`src/rtl/uart_if.sv`:
```
// Byte-side and serial-side signals of the 8N1 UART.
// The slave modport is the UART itself; master is the user logic.
interface uart_if;
    logic       Rx;
    logic [7:0] data;
    logic       send_data;
    logic       Tx;
    logic       TiP;
    logic       NrD;
    logic [7:0] O_DATA;
    logic       ctrl;

    modport slave (
        input  Rx, data, send_data,
        output Tx, TiP, NrD, O_DATA, ctrl
    );

    modport master (
        output Rx, data, send_data,
        input  Tx, TiP, NrD, O_DATA, ctrl
    );
endinterface

```
`src/rtl/uart.sv`:
```
// Full-duplex 8N1 UART: independent TX and RX engines sharing one
// baud divider; RX input passes through a two-flop synchroniser.
module uart #(
    parameter int BAUD_DIVIDER = 104
) (
    input logic   clk,
    input logic   rst,
    uart_if.slave bus
);
    localparam int CW = (BAUD_DIVIDER < 2) ? 1 : $clog2(BAUD_DIVIDER);
    localparam logic [CW-1:0] LAST = CW'(BAUD_DIVIDER - 1);
    localparam logic [CW-1:0] HALF = CW'(BAUD_DIVIDER / 2);

    typedef enum logic [1:0] {
        TX_IDLE, TX_START, TX_DATA, TX_STOP
    } tx_state_e;

    typedef enum logic [2:0] {
        RX_IDLE, RX_START, RX_DATA, RX_STOP, RX_WAIT_IDLE
    } rx_state_e;

    tx_state_e       tx_state_q;
    logic [CW-1:0]   tx_cnt_q;
    logic [2:0]      tx_bit_q;
    logic [7:0]      tx_sh_q;
    logic            tx_q;
    logic            tip_q;

    rx_state_e       rx_state_q;
    logic [CW-1:0]   rx_cnt_q;
    logic [2:0]      rx_bit_q;
    logic [7:0]      rx_sh_q;
    logic            sync1_q;
    logic            sync2_q;
    logic            nrd_q;
    logic [7:0]      odata_q;
    logic            ctrl_q;

    assign bus.Tx     = tx_q;
    assign bus.TiP    = tip_q;
    assign bus.NrD    = nrd_q;
    assign bus.O_DATA = odata_q;
    assign bus.ctrl   = ctrl_q;

    always_ff @(posedge clk or posedge rst) begin
        if (rst) begin
            tx_state_q <= TX_IDLE;
            tx_cnt_q   <= '0;
            tx_bit_q   <= '0;
            tx_sh_q    <= '0;
            tx_q       <= 1'b1;
            tip_q      <= 1'b0;
        end else begin
            unique case (tx_state_q)
                TX_IDLE: begin
                    if (bus.send_data) begin
                        tx_sh_q    <= bus.data;
                        tx_q       <= 1'b0;
                        tip_q      <= 1'b1;
                        tx_cnt_q   <= '0;
                        tx_state_q <= TX_START;
                    end
                end
                TX_START: begin
                    if (tx_cnt_q == LAST) begin
                        tx_cnt_q   <= '0;
                        tx_bit_q   <= '0;
                        tx_q       <= tx_sh_q[0];
                        tx_sh_q    <= {1'b0, tx_sh_q[7:1]};
                        tx_state_q <= TX_DATA;
                    end else begin
                        tx_cnt_q <= tx_cnt_q + 1'b1;
                    end
                end
                TX_DATA: begin
                    if (tx_cnt_q == LAST) begin
                        tx_cnt_q <= '0;
                        if (tx_bit_q == 3'd7) begin
                            tx_q       <= 1'b1;
                            tx_state_q <= TX_STOP;
                        end else begin
                            tx_q     <= tx_sh_q[0];
                            tx_sh_q  <= {1'b0, tx_sh_q[7:1]};
                            tx_bit_q <= tx_bit_q + 3'd1;
                        end
                    end else begin
                        tx_cnt_q <= tx_cnt_q + 1'b1;
                    end
                end
                TX_STOP: begin
                    if (tx_cnt_q == LAST) begin
                        tx_cnt_q   <= '0;
                        tip_q      <= 1'b0;
                        tx_state_q <= TX_IDLE;
                    end else begin
                        tx_cnt_q <= tx_cnt_q + 1'b1;
                    end
                end
                default: tx_state_q <= TX_IDLE;
            endcase
        end
    end

    always_ff @(posedge clk or posedge rst) begin
        if (rst) begin
            sync1_q    <= 1'b1;
            sync2_q    <= 1'b1;
            rx_state_q <= RX_IDLE;
            rx_cnt_q   <= '0;
            rx_bit_q   <= '0;
            rx_sh_q    <= '0;
            nrd_q      <= 1'b0;
            odata_q    <= '0;
            ctrl_q     <= 1'b0;
        end else begin
            sync1_q <= bus.Rx;
            sync2_q <= sync1_q;
            nrd_q   <= 1'b0;
            unique case (rx_state_q)
                RX_IDLE: begin
                    if (!sync2_q) begin
                        ctrl_q   <= 1'b1;
                        rx_bit_q <= '0;
                        // With no half-bit delay the start bit is confirmed now.
                        if (BAUD_DIVIDER / 2 == 0) begin
                            rx_cnt_q   <= '0;
                            rx_state_q <= RX_DATA;
                        end else begin
                            rx_cnt_q   <= CW'(1);
                            rx_state_q <= RX_START;
                        end
                    end
                end
                RX_START: begin
                    if (rx_cnt_q >= HALF) begin
                        rx_cnt_q <= '0;
                        if (sync2_q) begin
                            ctrl_q     <= 1'b0;
                            rx_state_q <= RX_IDLE;
                        end else begin
                            rx_state_q <= RX_DATA;
                        end
                    end else begin
                        rx_cnt_q <= rx_cnt_q + 1'b1;
                    end
                end
                RX_DATA: begin
                    if (rx_cnt_q == LAST) begin
                        rx_cnt_q <= '0;
                        rx_sh_q  <= {sync2_q, rx_sh_q[7:1]};
                        rx_bit_q <= rx_bit_q + 3'd1;
                        if (rx_bit_q == 3'd7) rx_state_q <= RX_STOP;
                    end else begin
                        rx_cnt_q <= rx_cnt_q + 1'b1;
                    end
                end
                RX_STOP: begin
                    if (rx_cnt_q == LAST) begin
                        rx_cnt_q <= '0;
                        if (sync2_q) begin
                            odata_q    <= rx_sh_q;
                            nrd_q      <= 1'b1;
                            ctrl_q     <= 1'b0;
                            rx_state_q <= RX_IDLE;
                        end else begin
                            rx_state_q <= RX_WAIT_IDLE;
                        end
                    end else begin
                        rx_cnt_q <= rx_cnt_q + 1'b1;
                    end
                end
                RX_WAIT_IDLE: begin
                    if (sync2_q) begin
                        ctrl_q     <= 1'b0;
                        rx_state_q <= RX_IDLE;
                    end
                end
                default: rx_state_q <= RX_IDLE;
            endcase
        end
    end
endmodule

```
`src/flat_wrapper.sv`:
```
// flat-port wrapper written by rule: the top's interface ports become plain ports
module uart_flat 
#(
    parameter int BAUD_DIVIDER = 104
)
  (clk, rst, bus_Rx, bus_data, bus_send_data, bus_Tx, bus_TiP, bus_NrD, bus_O_DATA, bus_ctrl);
  uart_if bus_i ();
  input logic clk;
  input logic rst;
  input wire logic [$bits(bus_i.Rx)-1:0] bus_Rx;
  input wire logic [$bits(bus_i.data)-1:0] bus_data;
  input wire logic [$bits(bus_i.send_data)-1:0] bus_send_data;
  output wire logic [$bits(bus_i.Tx)-1:0] bus_Tx;
  output wire logic [$bits(bus_i.TiP)-1:0] bus_TiP;
  output wire logic [$bits(bus_i.NrD)-1:0] bus_NrD;
  output wire logic [$bits(bus_i.O_DATA)-1:0] bus_O_DATA;
  output wire logic [$bits(bus_i.ctrl)-1:0] bus_ctrl;
  assign bus_i.Rx = bus_Rx;
  assign bus_i.data = bus_data;
  assign bus_i.send_data = bus_send_data;
  assign bus_Tx = bus_i.Tx;
  assign bus_TiP = bus_i.TiP;
  assign bus_NrD = bus_i.NrD;
  assign bus_O_DATA = bus_i.O_DATA;
  assign bus_ctrl = bus_i.ctrl;
  uart #(.BAUD_DIVIDER(BAUD_DIVIDER)) u_core (.clk(clk), .rst(rst), .bus(bus_i));
endmodule
```
`config.mk`:
```
export PLATFORM = sky130hd
export DESIGN_NAME = uart_flat
export DESIGN_NICKNAME = d
export VERILOG_FILES = /design/src/rtl/uart_if.sv /design/src/rtl/uart.sv /design/src/flat_wrapper.sv
export SDC_FILE = /design/constraint.sdc
export NUM_CORES = 1
export LEC_CHECK = 0
export CORE_MARGIN = 2
export CORE_UTILIZATION = 52
export DETAILED_ROUTE_END_ITERATION = 12
export HOLD_SLACK_MARGIN = 0.15
export PLACE_DENSITY = 0.85
export SLEW_MARGIN = 20
export SYNTH_ARGS = -nofsm -noshare
export SYNTH_HDL_FRONTEND = slang
export SYNTH_SLANG_ARGS = --single-unit
```
`constraint.sdc`:
```
create_clock -name clk -period 1.9 [get_ports clk]
set_clock_uncertainty 0.1 [all_clocks]
set_input_delay 0.475 -clock clk [delete_from_list [all_inputs] [get_ports clk]]
set_output_delay 0.475 -clock clk [all_outputs]
set_load 0.01 [all_outputs]
```
==> results of run 1 <==
## critical path, cell delays in order (launching register included)
cell,delay [ns]
dfrtp_1,0.45
nand4bb_4,0.22
or2_4,0.27
nor4_4,0.20
buf_4,0.20
mux2_2,0.33
## metrics by stage
stage | std cells | area (um^2) | TNS, ns | setup slack [ns]
floorplan | 247 | 2770 | 0 | 0.00776
global placement | 354 | 3230 | -1.10 | -0.137
detailed placement | 354 | 3230 | -1.49 | -0.187
CTS | 362 | 3330 | 0 | 0.0170
global route | 365 | 3420 | -0.0735 | -0.0232
finish | 365 | 3420 | 0 | 0.0287
## routing by layer
| metal | global-route usage | part of all wire | vias to the layer above |
|---|---|---|---|
| met5 | 0 | 0 | - |
| met4 | 0.0600 | 0.0062 | 0 |
| met3 | 0.0506 | 0.051 | 6 |
| met2 | 0.318 | 0.51 | 69 |
| met1 | 0.232 | 0.43 | 1015 |
| li1 | - | - | 985 |
## sequential cells by signal (all words and copies together) (netlist names), 3 cells and up
register,flops
u_core.rx_bit_q,3
u_core.rx_sh_q,8
u_core.rx_state_q,3
u_core.bus.O_DATA,8
u_core.tx_cnt_q,7
u_core.tx_bit_q,3
u_core.rx_cnt_q,7
u_core.tx_sh_q,8
## area by class of cell
| type | count | area (um^2) | share of cell area |
|---|---|---|---|
| clock buffers | 5 | 68.8 | 0.0201 |
| clock inverters | 3 | 27.5 | 0.00804 |
| inverters | 15 | 60.1 | 0.0175 |
| multi-input cells | 169 | 1350 | 0.395 |
| flip-flops and latches | 55 | 1380 | 0.403 |
| well taps | 70 | 87.6 | 0.0256 |
| repair buffers | 48 | 445 | 0.130 |
## what timing repair did
item | CTS | global route
pin swaps | 0 | 2
gates resized for setup | 1 | 15
gates cloned | 0 | 1
setup buffers | 0 | 2
setup endpoints to repair | 1 | 25
## cell families after synthesis
kind of cell,after synthesis
XOR/XNOR,2
multiplexers,39
AO/OA/AOI/OAI,54
flip-flops,55
AND/OR/NAND/NOR,63
adder cells (fa/ha/maj),11
buffers and inverters,23
## cell usage after synthesis, types with 2 or more instances
library cell | count | area share
dfrtp_1 | 52 | 0.47
mux2_2 | 34 | 0.14
nand2_1 | 21 | 0.029
o21ai_0 | 18 | 0.033
inv_1 | 15 | 0.020
ha_1 | 11 | 0.050
a21oi_1 | 8 | 0.015
nand3_1 | 8 | 0.015
nor2_1 | 8 | 0.011
mux2i_1 | 5 | 0.018
o211ai_1 | 4 | 0.011
buf_2 | 3 | 0.0054
clkbuf_1 | 3 | 0.0041
dfstp_2 | 3 | 0.029
nor2b_1 | 3 | 0.0068
a21o_1 | 2 | 0.0054
a22o_1 | 2 | 0.0063
a22oi_1 | 2 | 0.0054
a31oi_1 | 2 | 0.0045
a41oi_1 | 2 | 0.0063
and2_1 | 2 | 0.0045
and3_1 | 2 | 0.0045
nand3b_1 | 2 | 0.0054
nand4_1 | 2 | 0.0045
nor3_1 | 2 | 0.0036
nor3b_1 | 2 | 0.0054
o2bb2ai_1 | 2 | 0.0063
or2_2 | 2 | 0.0045
xnor2_1 | 2 | 0.0063
## path summary, 6_finish.rpt
path / from / endpoint / cells after the start
setup / recovery: u_core.rx_cnt_q[3]$_DFFE_PP0P_ / u_core.bus.O_DATA[5]$_DFFE_PP0P_ / 5
min in group asynchronous: rst / u_core.tx_cnt_q[2]$_DFFE_PP0P_ / 2
hold reg to reg: u_core.sync1_q$_DFF_PP1_ / u_core.sync2_q$_DFF_PP1_ / 0
setup reg to reg: u_core.rx_cnt_q[3]$_DFFE_PP0P_ / u_core.bus.O_DATA[5]$_DFFE_PP0P_ / 5
max in group asynchronous: rst / u_core.sync1_q$_DFF_PP1_ / 3
hold / removal: u_core.sync1_q$_DFF_PP1_ / u_core.sync2_q$_DFF_PP1_ / 0
## power groups by stage
| stage | logic [mW] | registers [mW] | clock network (mW) |
|---|---|---|---|
| 6_report | 0.0778 | 1.19 | 0.682 |
| 3_5_place_dp | 0.0799 | 1.21 | 0 |
| 2_1_floorplan | 0.0352 | 1.21 | 0 |
| 3_3_place_gp | 0.0775 | 1.21 | 0 |
| 5_1_grt | 0.0870 | 1.19 | 0.745 |
| 4_1_cts | 0.0797 | 1.19 | 0.699 |
==> summary.txt, run 1 <==
Logic synthesis
  • Top FF cell, synth: dfrtp_1
  • Simple-Gate Fraction of Synth Area: 0.124
  • YS warnings: 0
  • Synthesized flop and latch total: 55
  • Largest family of logic cells by synthesized area: multiplexers
  • Synth Net Count: 270
  • Sequential element share of the synthesized area: 0.500
  • Post-synthesis compound-gate area fraction: 0.127
  • Synth Area in Adders: 0.0499
  • EDFF count, synth: 0
  • XOR/XNOR Fraction of Synth Area: 0.00635
  • Fraction of registers with async set/reset: 1.00
  • Netlist cell types: 52
  • Gate Count Post-Synth: around 250
  • Synth Area per Inst: between 10 and 15 um^2
  • Post-Syn Area: 2760 um^2
  • Mux share of post-synthesis cell area: 0.157

Setup path
  • Endpoint class of the critical path: flip-flop
  • Worst Path Required: 2.01 ns
  • Worst EP arrival: about 2.0 ns
  • Max FO, Critical Path: 5
  • Setup CP Type: reg -> reg
  • CP Launch Type: flip-flop
  • Reg2Reg Setup Slack: 0.03 ns

Power and ir drop
  • Total leakage power: between 1.5 and 2 nW
  • Clock power frac: 0.350
  • Design Power: just under 2 mW
  • Comb power frac: 0.040
  • VDD IR max: ~0.00050 V
  • P_sw: around 450 uW
  • Sequential fraction of design power: 0.610
  • Sw frac: 0.232
  • PwrDens: 569 nW/um^2
  • Cell-internal power: roughly 1.5 mW

Placement
  • Routability Congestion: roughly 0.94
  • Hpwl dp: approximately 3.9 mm
  • Buffers on Ports: 23

STA
  • Final Critical Period: 1.87 ns
  • RSZ-0062 raised after global routing: true
  • Final hold vios: 0
  • Tcrit/Tclk final: 0.985
  • Hold_ws: 0.262 ns
  • Slew headroom: 0.630
  • Fin. max-slew vios: 0
  • Worst-Margin Slew: about 0.55 ns
  • Max Clk Rate: between 0.5 and 0.6 GHz
  • Count of final setup violators: 0

Hold path
  • Hold crit path type: reg -> reg

Detailed routing
  • DRC: 0
  • Pre-antenna DRT Iters: 4
  • DR iter-0 viols: between 80 and 90
  • Vias: slightly above 2000
  • Vias per Instance: about 5.7
  • Antenna Nets Post-Route: 0
  • DRT Wirelength: 5.48 mm
  • WL/cell: about 15 um

Global routing
  • Tot GR Track Use: 0.187
  • Initial antenna violation count: 0
  • Largest net degree at the start of global routing: 27
  • Vias in the first global route: about 2100
  • First-pass GRT wire length: around 9.0 mm
  • Grt ovf: 0

Finish
  • Most frequent cells in the layout: dfrtp_1 (52), mux2_2 (32), buf_4 (22), clkdlybuf4s50_1 (22), nand2_1 (20)
  • ANT cells: 0
  • Layout area overhead: 24.0%
  • Post-layout util: 0.670
  • Layout cells sized above 1: 0.292
  • Final #Nets: roughly 320
  • Fill cells: around 380
  • Most common cell after layout, fill and taps aside: dfrtp_1

Floorplan
  • Full die area: ~6000 um^2
  • Total core area: 5110 um^2
  • Initial Util: 0.540
  • Die W: just under 80 um
  • Top-level port count: 24
  • Die Ht: approximately 77 um
  • Num rows: 26

Job
  • Max_cap viols: 0

Clock tree
  • Hold-fix buffers, CTS: 0
  • CTS tree: yes
  • CTS buffer count: 5
  • Clock Latency Late Sink: between 0.3 and 0.4 ns
  • Max clock buf depth: 2
  • Root Driver: clkbuf_8
  • Clock transition at the registers of the reported paths: roughly 0.11 ns
  • H-tree levels: 2
  • Total clock sinks: 55

Status
  • Status: complete, no violations
(Power assumes the default switching activity.)
==> run 2, diff against run 1 <==
--- a/config.mk
+++ b/config.mk
@@ -5,6 +5,7 @@
 export SDC_FILE = /design/constraint.sdc
 export NUM_CORES = 1
 export LEC_CHECK = 0
+export CAP_MARGIN = 20
 export CORE_MARGIN = 2
 export CORE_UTILIZATION = 52
 export DETAILED_ROUTE_END_ITERATION = 12
==> results of run 2 <==
Same layout as run 1: the final DEF is identical, and so are final timing and power.
==> RTL edit, RTL diff (flow settings as in run 2) <==
Re-encode `rx_state_e` (5 states) as one-hot, 5 bits wide.
--- a/src/rtl/uart.sv
+++ b/src/rtl/uart.sv
@@ -15,8 +15,8 @@
         TX_IDLE, TX_START, TX_DATA, TX_STOP
     } tx_state_e;
 
-    typedef enum logic [2:0] {
-        RX_IDLE, RX_START, RX_DATA, RX_STOP, RX_WAIT_IDLE
+    typedef enum logic [4:0] {
+        RX_IDLE = 5'b00001, RX_START = 5'b00010, RX_DATA = 5'b00100, RX_STOP = 5'b01000, RX_WAIT_IDLE = 5'b10000
     } rx_state_e;
 
     tx_state_e       tx_state_q;
Behaviour: same outputs for any inputs over 10 cycles, from zero or initial values and one cycle with rst high; not proved beyond that.
==> RTL edit against run 2 <==
The run now ends with negative setup slack left; synthesized area is 4.7% higher; sequential share of layout area down 3.2 points; die area is 4.4% higher; sequential cell count is 2 higher; critical path type unchanged; count of clock-buffer cells in the layout is 4 higher; design area grew 13%; wire length increased by 27%; worst setup slack got worse by 0.11 ns.
Power is not compared: it rests on default switching activity, and its combinational part moved more than twofold at a synthesized area within 25%.
==> RTL edit: results (changes against run 2) <==
run_status:
  status: "finished with violations"  # was complete, no violations
  violations: "negative setup slack"
clocking:
  h-tree-depth: 3  # was 2
  numCtsBuffers: 9  # was 5
  cts.clk_slew.worst_paths_ns: 0.07  # was 0.11 ns
  clk_latency_ns: 0.34  # was 0.32 ns
sta:
  layout_setup_ws_ns: -0.0850  # was 0.0287 ns
  setup_viol: 17  # was 0
  tightest_slew_ns: 0.442  # was 0.552 ns
  tns_ns: -0.607  # was 0 ns
placement:
  hpwlAfterDp_um: 4610  # was 3920 um
  post_dp_cell_area_um2: 3520  # was 3230 um2
  gp_congestion: 0.835  # was 0.939
  dpl.cell_count: 401  # was 354
layout:
  nFillCells: 353  # was 384
  drive_gt1_frac: 0.331  # was 0.292
  final-instance-count-excl-fill: 419  # was 365
  multi_input_area_um2: 1480  # was 1350 um2
  nNetsFinal: 365  # was 317
global_route:
  grt_pass1_wl_um: 11400  # was 8970 um
  use_met2: 0.395  # was 0.318
  grt_max_degree: 29  # was 27
  grt_antenna_before_repair: 0  # unchanged
  grt_util_met3: 0.0494  # was 0.0506
  track_usage: 0.240  # was 0.187
  met1_usage: 0.297  # was 0.232
setup_path:
  startpoint: "u_core.rx_cnt_q[0]$_DFFE_PP0P_"  # was u_core.rx_cnt_q[3]$_DFFE_PP0P_
  cp.arrival_ns: 2.10  # was 1.98 ns
  cp_slowest_cell: "or4b_4"  # was dfrtp_1
  reg2regPathDepth: 7  # was 5
  cpPeakStageDelay_ns: 0.51  # was 0.45 ns
  crit_path_max_fanout: 6  # was 5
  timing.rr.start: "u_core.rx_cnt_q[0]$_DFFE_PP0P_"  # was u_core.rx_cnt_q[3]$_DFFE_PP0P_
synth:
  synthTopCellsByCount: "dfrtp_1 (53), nand2_1 (36), mux2_2 (26), o21ai_0 (21), nor2_1 (18)"  # was dfrtp_1 (52), mux2_2 (34), nand2_1 (21), o21ai_0 (18), inv_1 (15)
  synth_xor_area_frac: 0.00909  # was 0.00635
  seq_area_frac_synth: 0.495  # was 0.500
  synthAdderAreaFrac: 0.0476  # was 0.0499
  synthMuxAreaShare: 0.108  # was 0.157
  synth_cell_type_count: 50  # was 52
  synth_compound_area_frac: 0.141  # was 0.127
  synthesis.instances: 278  # was 247
  synth.area.top_cells: "dfrtp_1 (46%), mux2_2 (10%), ha_1 (4.8%), nand2_1 (4.7%), dfstp_2 (3.6%)"  # was dfrtp_1 (47%), mux2_2 (14%), ha_1 (5.0%), o21ai_0 (3.3%), dfstp_2 (2.9%)
  syn-num-nets: 301  # was 270
routing:
  wirelength_um: 6970  # was 5480 um
  wl_met2_um: 3600  # was 2790 um
  vias: 2429  # was 2075
  wl_met1_um: 2870  # was 2380 um
  firstDrtPassIters: 4  # unchanged
  met3_wirelength_um: 232  # was 278 um
  first_iter_violations: 110  # was 86
## RTL edit: cell count changes in the layout (fill, tap and decap cells not counted), sizes merged, moves of 4 or more
cell,before,now
nor2,8,18
buf,25,43
mux2,34,26
clkbuf,5,10
inv,15,9
a21oi,8,12
nand2,21,36
a22o,2,7
## RTL edit: final cells by class
type                            instances  area share
Multi-Input combinational cell        199       0.385
Sequential cell                        57       0.371
Timing Repair Buffer                   67       0.160
Clock buffer                            9      0.0321
Tap cell                               72      0.0234
Clock inverter                          7      0.0201
Inverter                                8     0.00876
## RTL edit: report_power, final
part | internal [mW] | leakage [nW] | switching, mW
Sequential | 1.29 | 0.757 | 0.0883
Combinational | 0.371 | 0.973 | 0.402
Clock | 0.616 | 0.100 | 0.541
## RTL edit: worst min path at each step
| stage | depth (start not counted) | slack [ns] | from | to |
|---|---|---|---|---|
| floorplan | 0 | 0.25 | u_core.sync1_q$_DFF_PP1_ | u_core.sync2_q$_DFF_PP1_ |
| global placement | 0 | 0.25 | u_core.sync1_q$_DFF_PP1_ | u_core.sync2_q$_DFF_PP1_ |
| detailed placement | 0 | 0.25 | u_core.sync1_q$_DFF_PP1_ | u_core.sync2_q$_DFF_PP1_ |
| CTS | 0 | 0.26 | u_core.sync1_q$_DFF_PP1_ | u_core.sync2_q$_DFF_PP1_ |
| global route | 0 | 0.26 | u_core.sync1_q$_DFF_PP1_ | u_core.sync2_q$_DFF_PP1_ |
| finish | 0 | 0.27 | u_core.sync1_q$_DFF_PP1_ | u_core.sync2_q$_DFF_PP1_ |
## RTL edit: repair_timing
item / CTS / global route
buffers inserted: 1 / 0
setup endpoints to repair: 28 / 37
pin swaps: 1 / 1
resized for setup: 13 / 17
gates cloned: 0 / 1
